==> config.mk <==
export PLATFORM = sky130hd
export DESIGN_NAME = stopwatch_core
export DESIGN_NICKNAME = d
export VERILOG_FILES = /design/src/rtl/stopwatch_core.sv
export SDC_FILE = /design/constraint.sdc
export NUM_CORES = 1
export LEC_CHECK = 0
export CAP_MARGIN = 20
export CELL_PAD_IN_SITES_DETAIL_PLACEMENT = 2
export CELL_PAD_IN_SITES_GLOBAL_PLACEMENT = 2
export CORE_MARGIN = 5
export CORE_UTILIZATION = 34
export CTS_BUF_LIST = sky130_fd_sc_hd__clkbuf_2
export DETAILED_ROUTE_END_ITERATION = 12
export PLACE_DENSITY_LB_ADDON = 0.1
export SYNTH_ARGS = -nofsm -noshare
export SYNTH_HDL_FRONTEND = slang
export SYNTH_SLANG_ARGS = --single-unit
==> constraint.sdc <==
create_clock -name clk -period 7.4 [get_ports clk]
set_clock_uncertainty 0.05 [all_clocks]
set_input_delay 2.22 -clock clk [delete_from_list [all_inputs] [get_ports clk]]
set_output_delay 2.22 -clock clk [all_outputs]
set_load 0.02 [all_outputs]
==> src/rtl/stopwatch_core.sv <==
// Stopwatch/timer engine: BCD count-up/countdown on a 100 Hz tick enable,
// with button edge detection and an optional lap FIFO (STOPWATCH_LAP_EN).
// Ports: clk, rst_n, tick, *_btn levels, cd_mode, lap_rd in;
//        hours/minutes/seconds/centisec, running, expired, lap_* out.
module stopwatch_core #(
  parameter int HOUR_MAX  = 23,
  parameter int LAP_DEPTH = 4,
  parameter int LAP_AW    = 2
) (
  input  logic            clk,
  input  logic            rst_n,
  input  logic            tick,
  input  logic            clr_btn,
  input  logic            start_btn,
  input  logic            stop_btn,
  input  logic            min_btn,
  input  logic            hour_btn,
  input  logic            lap_btn,
  input  logic            cd_mode,
  input  logic            lap_rd,
  output logic [7:0]      hours,
  output logic [7:0]      minutes,
  output logic [7:0]      seconds,
  output logic [7:0]      centisec,
  output logic            running,
  output logic            expired,
  output logic [31:0]     lap_data,
  output logic            lap_valid,
  output logic [LAP_AW:0] lap_count,
  output logic            lap_ovf
);

  typedef enum logic [1:0] {
    IDLE, RUN, PAUSE, EXPIRED
  } state_t;

  localparam logic [7:0] HMAX =
    8'(((HOUR_MAX / 10) << 4) | (HOUR_MAX % 10));

  function automatic logic [7:0] bcd_inc(
    input logic [7:0] v, input logic [7:0] mx);
    logic [7:0] r;
    if (v == mx) r = 8'h00;
    else if (v[3:0] == 4'd9) r = {v[7:4] + 4'd1, 4'd0};
    else r = {v[7:4], v[3:0] + 4'd1};
    return r;
  endfunction

  function automatic logic [7:0] bcd_dec(
    input logic [7:0] v, input logic [7:0] mx);
    logic [7:0] r;
    if (v == 8'h00) r = mx;
    else if (v[3:0] == 4'd0) r = {v[7:4] - 4'd1, 4'd9};
    else r = {v[7:4], v[3:0] - 4'd1};
    return r;
  endfunction

  state_t     state;
  logic       cd_lat;
  logic [5:0] btn_q, btn_d, pulse;
  logic       e_clr, e_stop, e_start, e_min, e_hour, e_lap;

  // Bit order {lap,hour,min,start,stop,clr}
  always_ff @(posedge clk or negedge rst_n) begin
    if (!rst_n) begin
      btn_q <= '0;
      btn_d <= '0;
    end else begin
      btn_q <= {lap_btn, hour_btn, min_btn,
                start_btn, stop_btn, clr_btn};
      btn_d <= btn_q;
    end
  end

  assign pulse   = btn_q & ~btn_d;
  assign e_clr   = pulse[0];
  assign e_stop  = pulse[1];
  assign e_start = pulse[2];
  assign e_min   = pulse[3];
  assign e_hour  = pulse[4];
  assign e_lap   = pulse[5];

  logic [7:0] cs_u, s_u, m_u, h_u;
  logic [7:0] cs_d, s_d, m_d, h_d;
  logic       c_cs, c_s, c_m, b_cs, b_s, b_m;
  logic       dn_zero, now_zero;

  always_comb begin
    c_cs = (centisec == 8'h99);
    c_s  = c_cs && (seconds == 8'h59);
    c_m  = c_s && (minutes == 8'h59);
    cs_u = bcd_inc(centisec, 8'h99);
    s_u  = c_cs ? bcd_inc(seconds, 8'h59) : seconds;
    m_u  = c_s ? bcd_inc(minutes, 8'h59) : minutes;
    h_u  = c_m ? bcd_inc(hours, HMAX) : hours;
    b_cs = (centisec == 8'h00);
    b_s  = b_cs && (seconds == 8'h00);
    b_m  = b_s && (minutes == 8'h00);
    cs_d = bcd_dec(centisec, 8'h99);
    s_d  = b_cs ? bcd_dec(seconds, 8'h59) : seconds;
    m_d  = b_s ? bcd_dec(minutes, 8'h59) : minutes;
    h_d  = b_m ? bcd_dec(hours, HMAX) : hours;
    dn_zero  = ({h_d, m_d, s_d, cs_d} == 32'h0);
    now_zero = ({hours, minutes, seconds, centisec} == 32'h0);
  end

  always_ff @(posedge clk or negedge rst_n) begin
    if (!rst_n) begin
      state    <= IDLE;
      cd_lat   <= 1'b0;
      hours    <= '0;
      minutes  <= '0;
      seconds  <= '0;
      centisec <= '0;
    end else if (e_clr) begin
      state    <= IDLE;
      cd_lat   <= 1'b0;
      hours    <= '0;
      minutes  <= '0;
      seconds  <= '0;
      centisec <= '0;
    end else begin
      unique case (state)
        RUN: begin
          if (e_stop) begin
            state <= PAUSE;
          end else if (tick) begin
            if (cd_lat) begin
              {hours, minutes, seconds, centisec}
                <= {h_d, m_d, s_d, cs_d};
              if (dn_zero) state <= EXPIRED;
            end else begin
              {hours, minutes, seconds, centisec}
                <= {h_u, m_u, s_u, cs_u};
            end
          end
        end
        IDLE, PAUSE: begin
          // A stop edge outranks start even though it does nothing here
          if (e_stop) begin
            state <= state;
          end else if (e_start) begin
            if (!(cd_mode && now_zero)) begin
              state  <= RUN;
              cd_lat <= cd_mode;
            end
          end else begin
            if (e_hour) hours <= bcd_inc(hours, HMAX);
            if (e_min) minutes <= bcd_inc(minutes, 8'h59);
          end
        end
        default: state <= state;
      endcase
    end
  end

  assign running = (state == RUN);
  assign expired = (state == EXPIRED);

`ifdef STOPWATCH_LAP_EN
  localparam logic [LAP_AW:0] FULL = (LAP_AW+1)'(LAP_DEPTH);

  logic [31:0]       mem [LAP_DEPTH];
  logic [LAP_AW-1:0] wr_ptr, rd_ptr;
  logic              push_req, full, pop, push;

  // Lap is the lowest-priority button: any other edge masks it
  assign push_req = e_lap && (state == RUN) &&
                    !(e_clr | e_stop | e_start | e_hour | e_min);
  assign full     = (lap_count == FULL);
  assign pop      = lap_rd && (lap_count != '0);
  assign push     = push_req && (!full || pop);

  always_ff @(posedge clk or negedge rst_n) begin
    if (!rst_n) begin
      wr_ptr    <= '0;
      rd_ptr    <= '0;
      lap_count <= '0;
      lap_ovf   <= 1'b0;
      for (int i = 0; i < LAP_DEPTH; i++) mem[i] <= '0;
    end else if (e_clr) begin
      wr_ptr    <= '0;
      rd_ptr    <= '0;
      lap_count <= '0;
      lap_ovf   <= 1'b0;
    end else begin
      if (push) begin
        mem[wr_ptr] <= {hours, minutes, seconds, centisec};
        wr_ptr      <= wr_ptr + 1'b1;
      end
      if (pop) rd_ptr <= rd_ptr + 1'b1;
      if (push && !pop) lap_count <= lap_count + 1'b1;
      else if (pop && !push) lap_count <= lap_count - 1'b1;
      if (push_req && full && !pop) lap_ovf <= 1'b1;
    end
  end

  assign lap_valid = (lap_count != '0);
  assign lap_data  = lap_valid ? mem[rd_ptr] : 32'h0;
`else
  logic unused_lap;
  assign unused_lap = ^{e_lap, lap_rd, LAP_DEPTH[0]};
  assign lap_data   = 32'h0;
  assign lap_valid  = 1'b0;
  assign lap_count  = '0;
  assign lap_ovf    = 1'b0;
`endif

endmodule

### Yosys cells after proc, flatten, opt, wreduce, memory -nomap -nowiden

Index checks and enable logic that the tools add are counted.

| word-level totals | value |
|---|---|
| register bits | 45 |
| input port bits | 11 |
| output and inout bits | 71 |
| logic and storage cells | 149 |

| operators by class | value |
|---|---|
| add/subtract/negate cells | 16 |
| equal/unequal tests | 26 |
| multiplexer cells | 62 |
| bitwise operators | 2 |
| reductions and logical operators | 33 |

Operator list:

| cell | count |
|---|---|
| 2-to-1 mux 8 bit | 46 |
| zero test 32 bit | 2 |
| adder 4 x 1 -> 4 bit, second input constant | 8 |
| zero test 8 bit | 4 |
| case mux 8 bit (2 select lines) | 2 |
| subtractor 4 x 1 -> 4 bit, second input constant | 8 |
| != test 3 bit, second input constant | 7 |
| AND reduction 7 bit | 3 |
| equality test 4 bit, second input constant | 4 |
| equality test 8 x 7 -> 1 bit, second input constant | 2 |
| zero test 4 bit | 4 |
| 2-to-1 mux 2 bit | 8 |
| != test 4 x 1 -> 1 bit, second input constant | 4 |
| AND reduction 4 bit | 3 |
| equality test 8 x 6 -> 1 bit, second input constant | 1 |
| equality test 8 bit, second input constant | 1 |
| nonzero test 2 bit | 4 |
| nonzero test 4 bit | 2 |
| nonzero test 3 bit | 2 |
| AND 5 bit | 1 |
| logical AND 1 bit | 5 |
| 2-to-1 mux 1 bit | 5 |
| inverter 5 bit | 1 |
| AND reduction 5 bit | 1 |
| other kinds (9) | 11 |

### Depth between registers and ports, before layout

| logic depth | value |
|---|---|
| depth in word-level cells | 11 |
| depth in mapped cells | 9 |
| gate-level depth less buffers | 8 |

### Worst setup path after synthesis

No wires, ideal clock.

| timing | value |
|---|---|
| path kind | input to register |
| start | input port tick |
| end | register state[1] |
| library setup time | 76 ps |
| arrival time | 3371 ps |
| data required time | 7274 ps |
| setup slack | 3902 ps |
| cell stages on the path | 6 |
| path buffers | 0 |
| cell sequence | nor4b_1 > nand4_1 > nor3_1 > nand4_1 > or4_1 > o21ai_1 |

| between the ends | value |
|---|---|
| longest elaborated chain between the ends | 2 |

Ends and longest elaborated chain:

| item | line | text |
|---|---|---|
| from (decl) | 12 | `input logic tick,` |
| != test 4 x 2 -> 1 bit (no source line) | -- |  |
| AND reduction 7 bit (no source line) | -- |  |
| to (signal assigned) | 141 | `state <= state;` |
| to (signal assigned) | 152 | `default: state <= state;` |
| to (decl) | 58 | `state_t state;` |

No other way between the ends.
A chain may end at the register's enable or synchronous reset.

### Worst setup path in the final report

| timing | value |
|---|---|
| start | register state[0] |
| end | output port running |

| between the ends | value |
|---|---|
| longest elaborated chain between the ends | 1 |

Ends and longest elaborated chain:

| item | line | text |
|---|---|---|
| equality test 2 x 1 -> 1 bit | 157 | `assign running = (state == RUN);` |
| to (decl) | 25 | `output logic running,` |

No other way between the ends.

==> flow_summary.yaml <==
floorplanning:
  rows: 41
  die_y_um: 123
  dieWidth_um: 123
  io_pins: 82
  core_region_area_um2: 12500
  die-area_um2: 15100
  initial_utilization: 0.345
layout:
  utilization: 0.382
  post_route_cells_drive_above_1_share: 0.0527
  num_antenna_cells: 0
  area_delta_synth_final_pct: 10.8
  nNetsFinal: 607
  fin_area_um2: 4780
routing:
  drtIter0Drc: 161
  drc_errors: 0
  viasPerCell: 5.70
  avgRoutedWirePerCell_um: 20.5
  routed_wl_um: 15200
  num_vias: 4220
  ant_nets: 0
  drt-pass1-iter-count: 4
grt:
  grt_max_degree: 46
  grt_pass1_wl_um: 24200
  first_global_vias: 4542
  gr-usage-all-layers: 0.204
  grt_antenna_before_repair: 0
  gr-total-overflow: 0
worst_setup_path:
  crit_type: "register to primary output"
  critPathCaptureType: "primary output"
  reg2reg_depth: 8
  cp_slowest_stage_delay_ps: 640
  critPathBufInv: 1
  path_delay_family: "buffers and inverters"
  arrival_ps: 1970
  path_max_fanout: 11
  cpMaxStageDelayCell: "clkdlybuf4s50_1"
  required_ps: 5130
  startpoint_type: "register"
  critical_path.cell_chain: "nor2b_1 > clkdlybuf4s50_1"
  cp_num_cells: 2
synth:
  synth_edf_count: 0
  synthCells: 547
  ys_seq_area_frac: 0.261
  ys_types: 68
  synth_area_leader_cell: "dfrtp_1"
  yosysMostFrequentCell: "dfrtp_1"
  netlist_area_um2: 4320
  post_synth.cell_area_avg_um2: 7.89
  synthTopCellsByCount: "dfrtp_1 (45), o21ai_0 (42), nor2_1 (41)"
  async_flop_share: 1.00
  ys.flop_type: "dfrtp_1"
  synth_seq_cells: 45
  synth_warnings: 0
  synth_area_leaders: "dfrtp_1 (26%), ha_1 (8.1%), buf_4 (6.4%)"
  synth_top_cell_area_share: 0.261
timing:
  fin_ws_ps: 3160
  whs_ps: 357
  slew_viol_final: 0
  max_freq_mhz: 236
  worst_pin_slew_ps: 929
  fin_crit_sh: 0.573
  setup_viol: 0
  grt_setup_unrepaired: "no"
  fin_tns_setup_ps: 0
  hold_viol: 0
  period_needed_ps: 4240
  relSlewSlack: 0.376
flow_run:
  maxCapViolCount: 0
clock_tree:
  cts_buffers: 5
  insertion_delay_ps: 490
  postCtsSetupBuffers: 0
  cts_hold_buffers: 0
  h-tree-depth: 2
  cts_tree: "yes"
  root_buffer: "clkbuf_2"
  clk_pin_slew_ps: 270
  clk_path_buf_depth: 2
  cts_resized: 0
  cts_sinks: 45
power_and_ir_drop:
  p_leak_nw: 1.98
  pwr_density_cell_nw_per_um2: 264
  ir_worst_vdd_mv: 0.115
worst_hold_path:
  whs_path_depth: 0
  hold_class: "register to register"
place:
  gp_congestion: 0.803
  dpl-instance-area_um2: 4690
  port_buffers: 42
  dp_hpwl_um: 11300
  dp_slack_ps: 2720
status:
  status: "completed"
## logic make-up (layout without fill, tap and decap cells)
| group | count (synthesis) | after routing | synth area share |
|---|---|---|---|
| muxes | 3 | 3 | 0.00753 |
| and+or+nand+nor | 216 | 216 | 0.282 |
| xor gates and xnor gates | 5 | 5 | 0.0101 |
| adders and majority gates | 28 | 28 | 0.0811 |
| buffers and inverters | 92 | 78 | 0.118 |
| AOI/OAI and AO/OA | 157 | 157 | 0.240 |
| other | 1 | 37 | 0.000868 |
| DFF | 45 | 45 | 0.261 |
## metal layers
layer / wire, µm / vias up / track usage
met4: 261 / 0 / 0.0539
met1: 6650 / 2182 / 0.253
li1: - / 1969 / -
met5: 0 / - / 0
met2: 7930 / 51 / 0.372
met3: 321 / 18 / 0.0253
## stage by stage
stage	std cells	total power [mW]
after floorplan	583	0.849
after detailed placement	733	1.08
after global routing	741	1.36
after CTS	741	1.28
after global placement	733	1.05
final	741	1.26
## path summary, 6_finish.rpt
check / startpoint / to / slack, ps
max: state[0]$_DFFE_PN0P_ / running / 3160
min: btn_q[4]$_DFF_PN0_ / btn_d[4]$_DFF_PN0_ / 360
max reg2reg: centisec[0]$_DFFE_PN0P_ / state[1]$_DFFE_PN0P_ / 3560
min reg2reg: btn_q[4]$_DFF_PN0_ / btn_d[4]$_DFF_PN0_ / 360
max in group asynchronous: rst_n / cd_lat$_DFFE_PN0P_ / 5140
min in group asynchronous: rst_n / centisec[6]$_DFFE_PN0P_ / 1740
## report_power, final
group	internal, mW	switching, mW	total (mW)
combinational	0.261	0.439	0.700
sequential	0.281	0.0939	0.374
clock	0.0900	0.0980	0.188
## registers in the layout, indices dropped and copies added (netlist names)
register	cells
btn_q	5
seconds	8
minutes	8
hours	8
cd_lat	1
btn_d	5
state	2
centisec	8
## cells in the final DEF, fill, tap and decap left out, types with 4 or more instances in the layout
| cell | count |
|---|---|
| nor2_1 | 41 |
| nor2b_1 | 8 |
| nor3b_1 | 7 |
| o31ai_1 | 13 |
| o21ai_0 | 42 |
| nand2_1 | 40 |
| a211oi_1 | 9 |
| a31oi_1 | 6 |
| a22o_1 | 4 |
| or4_1 | 6 |
| inv_1 | 24 |
| nor3_1 | 11 |
| clkdlybuf4s50_1 | 41 |
| clkbuf_2 | 5 |
| and3_1 | 6 |
| nand4_1 | 13 |
| a41o_1 | 4 |
| nand3_1 | 26 |
| nand2b_1 | 9 |
| nand3b_1 | 7 |
| or3_1 | 7 |
| ha_1 | 28 |
| o41ai_1 | 4 |
| a221oi_1 | 4 |
| a21oi_1 | 33 |
| or2_2 | 4 |
| and2_1 | 5 |
| o211ai_1 | 4 |
| conb_1 | 37 |
| a22oi_1 | 5 |
| nor3b_2 | 6 |
| dfrtp_1 | 45 |
## layout make-up
type | count | area [µm²]
clock buffer | 5 | 25.0
tap | 172 | 215
clock inverter | 3 | 65.1
inverter | 25 | 93.8
fill | 1495 | 7730
timing repair buffer | 45 | 438
multi-input combinational | 446 | 2820
sequential | 45 | 1130
## worst register-to-register path: stages (launching register included)
cell and delay [ps]:
dfrtp_1 560, inv_1 140, ha_1 280, nor3b_2 750
nand3_1 660, or4_1 730, and2_1 210, or3_1 340
o21ai_1 80
Note: power is estimated with default switching activity, not from simulation.
